$ cat config.mk
export PLATFORM = sky130hd
export DESIGN_NAME = load_store_unit
export DESIGN_NICKNAME = d
export VERILOG_FILES = /design/src/rtl/lsu_pkg.sv /design/src/rtl/lsu_byte_lane.sv /design/src/rtl/load_store_unit.sv
export SDC_FILE = /design/constraint.sdc
export NUM_CORES = 1
export LEC_CHECK = 0
export ABC_AREA = 1
export CAP_MARGIN = 20
export CELL_PAD_IN_SITES_DETAIL_PLACEMENT = 2
export CELL_PAD_IN_SITES_GLOBAL_PLACEMENT = 2
export CORE_MARGIN = 1.5
export CORE_UTILIZATION = 30
export DETAILED_ROUTE_END_ITERATION = 12
export DONT_BUFFER_PORTS = 1
export PLACE_DENSITY_LB_ADDON = 0.1
export SYNTH_ARGS = -nofsm -noshare
export SYNTH_HDL_FRONTEND = slang
export SYNTH_SLANG_ARGS = --single-unit
$ cat constraint.sdc
create_clock -name clk -period 2.8 [get_ports clk]
set_input_delay 0.7 -clock clk [delete_from_list [all_inputs] [get_ports clk]]
set_output_delay 0.7 -clock clk [all_outputs]
set_load 0.03 [all_outputs]
$ cat src/rtl/lsu_pkg.sv
`default_nettype none
// +--------------------------------------------------------------------+
// | lsu_pkg: shared encodings and helpers for the load/store unit      |
// | Revision: 1.0                                                      |
// +--------------------------------------------------------------------+
package lsu_pkg;

   localparam logic [2:0] F3_LB  = 3'd0;
   localparam logic [2:0] F3_LH  = 3'd1;
   localparam logic [2:0] F3_LW  = 3'd2;
   localparam logic [2:0] F3_LBU = 3'd4;
   localparam logic [2:0] F3_LHU = 3'd5;
   localparam logic [2:0] F3_SB  = 3'd0;
   localparam logic [2:0] F3_SH  = 3'd1;
   localparam logic [2:0] F3_SW  = 3'd2;

   localparam logic [1:0] SZ_BYTE = 2'd0;
   localparam logic [1:0] SZ_HALF = 2'd1;
   localparam logic [1:0] SZ_WORD = 2'd2;

   typedef enum logic [1:0] {
      IDLE = 2'd0,
      ACC0 = 2'd1,
      ACC1 = 2'd2,
      RESP = 2'd3
   } lsu_state_e;

   function automatic logic [2:0] size_bytes(input logic [1:0] size_code);
      case (size_code)
         SZ_BYTE: size_bytes = 3'd1;
         SZ_HALF: size_bytes = 3'd2;
         default: size_bytes = 3'd4;
      endcase
   endfunction

   function automatic logic f3_illegal(input logic [2:0] f3);
      f3_illegal = (f3 == 3'd3) || (f3 == 3'd6) || (f3 == 3'd7);
   endfunction

endpackage
`default_nettype wire

$ cat src/rtl/lsu_byte_lane.sv
`default_nettype none
// +--------------------------------------------------------------------+
// | lsu_byte_lane: byte merge (store) and extract/extend (load) for    |
// | one memory word of a possibly split access.  Revision: 1.0         |
// +--------------------------------------------------------------------+
module lsu_byte_lane
   import lsu_pkg::*;
(
   input  logic [31:0] word_rd,
   input  logic [31:0] wdata,
   input  logic [31:0] acc_in,
   input  logic [1:0]  offset,
   input  logic [1:0]  size_code,
   input  logic        part,
   input  logic        unsigned_ld,
   output logic [31:0] st_word,
   output logic [31:0] ld_raw,
   output logic [31:0] ld_ext
);

   logic [2:0] w_nbytes;

   assign w_nbytes = size_bytes(size_code);

   always_comb begin
      st_word = word_rd;
      ld_raw  = acc_in;
      ld_ext  = '0;
      for (int j = 0; j < 4; j++) begin
         for (int k = 0; k < 4; k++) begin
            // lane j of this word holds access byte k (part 1 continues at lane 0)
            if (((j + (part ? 4 : 0)) == (k + int'(offset))) && (k < int'(w_nbytes))) begin
               st_word[8*j +: 8] = wdata[8*k +: 8];
               ld_raw[8*k +: 8]  = word_rd[8*j +: 8];
            end
         end
      end
      case (size_code)
         SZ_BYTE: ld_ext = unsigned_ld ? {24'b0, ld_raw[7:0]}  : {{24{ld_raw[7]}}, ld_raw[7:0]};
         SZ_HALF: ld_ext = unsigned_ld ? {16'b0, ld_raw[15:0]} : {{16{ld_raw[15]}}, ld_raw[15:0]};
         default: ld_ext = ld_raw;
      endcase
   end

endmodule
`default_nettype wire

$ cat src/rtl/load_store_unit.sv
`default_nettype none
// +--------------------------------------------------------------------+
// | load_store_unit: RV32I byte/half/word load-store unit with         |
// | misaligned split access and range checking.  Revision: 1.0         |
// +--------------------------------------------------------------------+
module load_store_unit
   import lsu_pkg::*;
#(
   parameter int MEM_WORDS = 1024,
   parameter int AW        = 10
) (
   input  logic        clk,
   input  logic        rst,
   input  logic        req_valid,
   output logic        req_ready,
   input  logic        req_we,
   input  logic [2:0]  req_funct3,
   input  logic [31:0] req_addr,
   input  logic [31:0] req_wdata,
   output logic        resp_valid,
   input  logic        resp_ready,
   output logic [31:0] resp_rdata,
   output logic        resp_err,
   output logic        mem_we,
   output logic [31:0] mem_a,
   output logic [31:0] mem_wd,
   input  logic [31:0] mem_rd
);

   lsu_state_e    state_q, state_d;
   logic [AW+1:0] addr_q, addr_d;
   logic [2:0]    funct3_q, funct3_d;
   logic          we_q, we_d;
   logic          err_q, err_d;
   logic [31:0]   wdata_q, wdata_d;
   logic [31:0]   rdata_q, rdata_d;

   logic [2:0]    w_req_size;
   logic          w_req_split;
   logic [AW:0]   w_req_last;
   logic          w_req_err;
   logic [2:0]    w_size;
   logic          w_split;
   logic [AW-1:0] w_word0;
   logic [AW-1:0] w_word1;
   logic          w_part;
   logic [31:0]   w_acc_in;
   logic [31:0]   w_st_word;
   logic [31:0]   w_ld_raw;
   logic [31:0]   w_ld_ext;

   // Errors are resolved at acceptance so a bad request never touches memory
   assign w_req_size  = size_bytes(req_funct3[1:0]);
   assign w_req_split = ({1'b0, req_addr[1:0]} + w_req_size) > 3'd4;
   assign w_req_last  = {1'b0, req_addr[AW+1:2]} + {{AW{1'b0}}, w_req_split};
   assign w_req_err   = f3_illegal(req_funct3) || (|req_addr[31:AW+2]) ||
                        (w_req_last >= (AW+1)'(MEM_WORDS));

   assign w_size   = size_bytes(funct3_q[1:0]);
   assign w_split  = ({1'b0, addr_q[1:0]} + w_size) > 3'd4;
   assign w_word0  = addr_q[AW+1:2];
   assign w_word1  = w_word0 + AW'(1);
   assign w_part   = (state_q == ACC1);
   assign w_acc_in = w_part ? rdata_q : '0;

   lsu_byte_lane u_byte_lane (
      .word_rd     (mem_rd),
      .wdata       (wdata_q),
      .acc_in      (w_acc_in),
      .offset      (addr_q[1:0]),
      .size_code   (funct3_q[1:0]),
      .part        (w_part),
      .unsigned_ld (funct3_q[2]),
      .st_word     (w_st_word),
      .ld_raw      (w_ld_raw),
      .ld_ext      (w_ld_ext)
   );

   always_comb begin
      state_d    = state_q;
      addr_d     = addr_q;
      funct3_d   = funct3_q;
      we_d       = we_q;
      wdata_d    = wdata_q;
      rdata_d    = rdata_q;
      err_d      = err_q;
      req_ready  = 1'b0;
      resp_valid = 1'b0;
      mem_we     = 1'b0;
      mem_a      = '0;
      mem_wd     = '0;
      case (state_q)
         IDLE: begin
            req_ready = 1'b1;
            if (req_valid) begin
               addr_d   = req_addr[AW+1:0];
               funct3_d = req_funct3;
               we_d     = req_we;
               wdata_d  = req_wdata;
               rdata_d  = '0;
               err_d    = w_req_err;
               state_d  = w_req_err ? RESP : ACC0;
            end
         end
         ACC0, ACC1: begin
            mem_a  = {{(32-AW){1'b0}}, (w_part ? w_word1 : w_word0)};
            mem_we = we_q;
            mem_wd = we_q ? w_st_word : '0;
            // First half of a split load is kept raw; extension waits for all bytes
            if ((state_q == ACC0) && w_split) begin
               rdata_d = we_q ? '0 : w_ld_raw;
               state_d = ACC1;
            end else begin
               rdata_d = we_q ? '0 : w_ld_ext;
               state_d = RESP;
            end
         end
         RESP: begin
            resp_valid = 1'b1;
            if (resp_ready) begin
               rdata_d = '0;
               err_d   = 1'b0;
               state_d = IDLE;
            end
         end
         default: state_d = IDLE;
      endcase
   end

   always_ff @(posedge clk or posedge rst) begin
      if (rst) begin
         state_q  <= IDLE;
         addr_q   <= '0;
         funct3_q <= '0;
         we_q     <= 1'b0;
         wdata_q  <= '0;
         rdata_q  <= '0;
         err_q    <= 1'b0;
      end else begin
         state_q  <= state_d;
         addr_q   <= addr_d;
         funct3_q <= funct3_d;
         we_q     <= we_d;
         wdata_q  <= wdata_d;
         rdata_q  <= rdata_d;
         err_q    <= err_d;
      end
   end

   assign resp_rdata = rdata_q;
   assign resp_err   = err_q;

endmodule
`default_nettype wire

==> flow_summary_export.csv <==
group,metric,value,unit
yosys,synth_area_per_cell,6.18,sq um
setup_path,timing.rr.end,"resp_rdata[28]",
yosys,synthFlopType,"dfrtp_1",
yosys,synth.top_cells.by_count,"383 x nand2_1, 151 x o21ai_0, 96 x inv_1",
floorplan,start_util,30.6,%
yosys,synth_top_area_share,30.0,%
yosys,synthXorXnorAreaFrac,0.126,%
yosys,synth_seq_area_share,30.0,%
setup_path,critical_path_class,"register to output pin",
yosys,syn_inst,1120,
routing,routed_wirelength,35500,um
layout,nets,1339,
yosys,synth_seq_cells,83,
placement,dp_slack,-329,ps
setup_path,critPathMaxStageDelay,400,ps
power,power.switching,0.00725,W
floorplan,rows,55,
outcome,violations,"negative setup slack",
clock_network,cts_sinks,83,
yosys,synth_edf_count,0,
grt,grt_pass1_vias,8681,
routing,drc,0,
power,p_comb_share,71.0,%
clock_network,cts_tree,"built",
setup_path,critPathTopFamily,"buffers and inverters",
grt,grt_start_max_net_pins,55,
clock_network,hold_buffers,0,
yosys,synth_cell_types,39,
setup_path,endpoint_kind,"output pin",
sta,drv_slew,0,
power,pwr-share-clk,9.9,%
floorplan,ios,204,
setup_path,endpoint,"mem_wd[27]",
setup_path,critPathSlowestCell,"dfrtp_1",
clock_network,clk_pin_slew,80,ps
hold_path,hold_class,"input port to asynchronous set/reset pin",
setup_path,timing.rr.start,"funct3_q[1]",
routing,dr.pass1.iters,4,
yosys,synth_compound_area_share,23.4,%
yosys,synth_top_family_by_area,"simple AND/OR/NAND/NOR gates",
routing,drtIter0Drc,328,
routing,via_per_inst,5.50,
routing,post_drt_wl_per_cell,23.5,um
clock_network,insertion_delay,360,ps
outcome,status,"finished with violations",
power,total_power,0.0131,W
yosys,async_flop_share,100,%
grt,globalRouteTotalUtil,29.2,%
yosys,yosysMostFrequentCell,"nand2_1",
sta,fin_ws,-435,ps
setup_path,crit_arrival,2540,ps
grt,grt-ovfl-total,0,
yosys,synth_area_leader_cell,"dfrtp_1",
clock_network,cts_buffer_depth,2,
setup_path,path_cells,"inv_2 > ha_4 > inv_4 > ha_4 > inv_2 > nor2_4 > nand2_2 > buf_6 > buf_8 > o211ai_1 > o21ai_1 > nand2_1 > o21ai_2 > a21oi_2 > buf_6",
floorplan,die_height,155,um
clock_network,cts_root_buf,"clkbuf_16",
yosys,ys_top_cells_by_area,"dfrtp_1 30%, nand2_1 21%, o21ai_0 11%, a21oi_1 6.6%, nand3_1 5.9%",
setup_path,path_buf_inv,6,
yosys,synth_fa_ha_area_share,2.93,%
routing,vias,8300,
power,p_leak,4.48,nW
grt,antenna_found_initial,0,
placement,placed_cell_area,8120,sq um
setup_path,reg2reg_slack,160,ps
routing,ant_nets,0,
sta,hold_viol,0,
power,pwr-share-seq,19.1,%
sta,min_period,3240,ps
layout,antennaDiodeCount,0,
layout,utilization,40.9,%
yosys,muxShareOfSynthArea,0,%
layout,syn2layout_area_growth,33.6,%
sta,fmax,309,MHz
layout,finalInstanceArea,9250,sq um
yosys,yosys_warnings,0,
job,cap_violations,0,
setup_path,r2r_cells,18,
sta,setup_viol,35,
sta,rsz0062_at_grt,"true",
setup_path,cp.depth,15,
clock_network,numCtsBuffers,9,
setup_path,required,2100,ps
power,internal_power,0.00584,W
setup_path,cp-start-kind,"register",
power,peakVddDrop,574,uV
floorplan,coreArea,22600,sq um
setup_path,crit_path_start,"state_q[0]",
power,p_sw_share,55.4,%
clock_network,h-tree-depth,3,
power,power_density,1410,nW/um^2
setup_path,critPathMaxFanout,8,
sta,post-route-period-util,116,%
grt,grt_first_pass_wirelength,52900,um
layout,drive_gt1_share,24.2,%
floorplan,fp.dieW,155,um
placement,hpwl,25900,um
floorplan,die_area,24000,sq um
yosys,synth-simple-area-share,31.5,%
sta,skew,8.47,ps
placement,gp_congestion,0.891,
sta,tns,-10720,ps
yosys,synth.cell_area,6930,sq um
placement,portBuffers,0,
metal layers:
metal  track usage, %  wire (um)  vias up
met3             4.54       1700       67
li1                 -          -     3837
met2             50.5      17500      242
met5                0          0        -
met1             37.3      15200     4154
met4             9.07       1180        0
how the worst min path moves through the flow:
stage,start,to,depth (start not counted)
6_report,rst,resp_rdata[3],1
5_1_grt,rst,resp_rdata[8],1
4_1_cts,rst,resp_rdata[3],1
3_5_place_dp,addr_q[11],addr_q[11],2
3_3_place_gp,addr_q[11],addr_q[11],2
2_1_floorplan,addr_q[11],addr_q[11],2
sequential cells by signal, indices dropped and copies added, names as in the netlist:
signal      count
wdata_q        32
addr_q         12
funct3_q        3
we_q            1
state_q         2
resp_rdata     32
resp_err        1
per-stage QoR:
stage / hold WS, ps / std cells
finish: 212 / 1510
global placement: 493 / 1460
CTS: 217 / 1494
floorplan: 464 / 1141
global route: 227 / 1510
detailed placement: 499 / 1460
layout make-up:
cell class | instances | area (sq um)
flip-flops and latches | 83 | 2080
multi-input cells | 872 | 4610
fillers | 2719 | 13400
repair buffers | 152 | 1500
inverters | 102 | 403
well taps | 285 | 357
clock inverters | 7 | 76.3
clock buffers | 9 | 225
power groups by stage:
| stage | Sequential, W | Combinational, W | Clock, W |
|---|---|---|---|
| after floorplan | 0.00219 | 0.00517 | 0 |
| after CTS | 0.00243 | 0.00861 | 0.00133 |
| after global placement | 0.00241 | 0.00768 | 0 |
| final | 0.00250 | 0.00930 | 0.00129 |
| after global routing | 0.00256 | 0.0102 | 0.00136 |
| after detailed placement | 0.00243 | 0.00786 | 0 |
cells in the final DEF (no fill, tap or decap), types with 2 or more instances in the layout:
cell        instances
nand2_1           372
buf_4             101
o21ai_0            94
inv_1              88
dfrtp_1            81
nand3_1            78
a21oi_1            56
o21ai_1            44
o211ai_1           36
nor2_1             35
buf_6              34
a21oi_2            33
o21ai_2            23
conb_1             22
buf_12             14
nor2_2             10
nor2_4              9
clkbuf_16           9
nand2_2             8
inv_2               8
ha_1                8
ha_4                5
clkinvlp_4          4
nand3_2             4
nand2_4             4
inv_6               4
a21oi_4             3
nor3_2              3
o21ai_4             2
a22oi_1             2
or2_2               2
nand2_8             2
fa_1                2
bufbuf_16           2
dfrtp_2             2
repair_timing:
item / CTS / global route
pin swaps: 31 / 47
endpoints found under the setup margin: 40 / 65
gates cloned: 4 / 0
gates resized for setup: 105 / 91
setup buffers: 14 / 18
hold endpoints to repair: 0 / 0
logic make-up after synthesis:
family | after synthesis
DFF | 83
buffers and inverters | 186
and+or+nand+nor | 534
AOI/OAI and AO/OA | 300
other | 1
xor gates and xnor gates | 1
adders and majority gates | 15
Power figures use the tool's default switching activity.
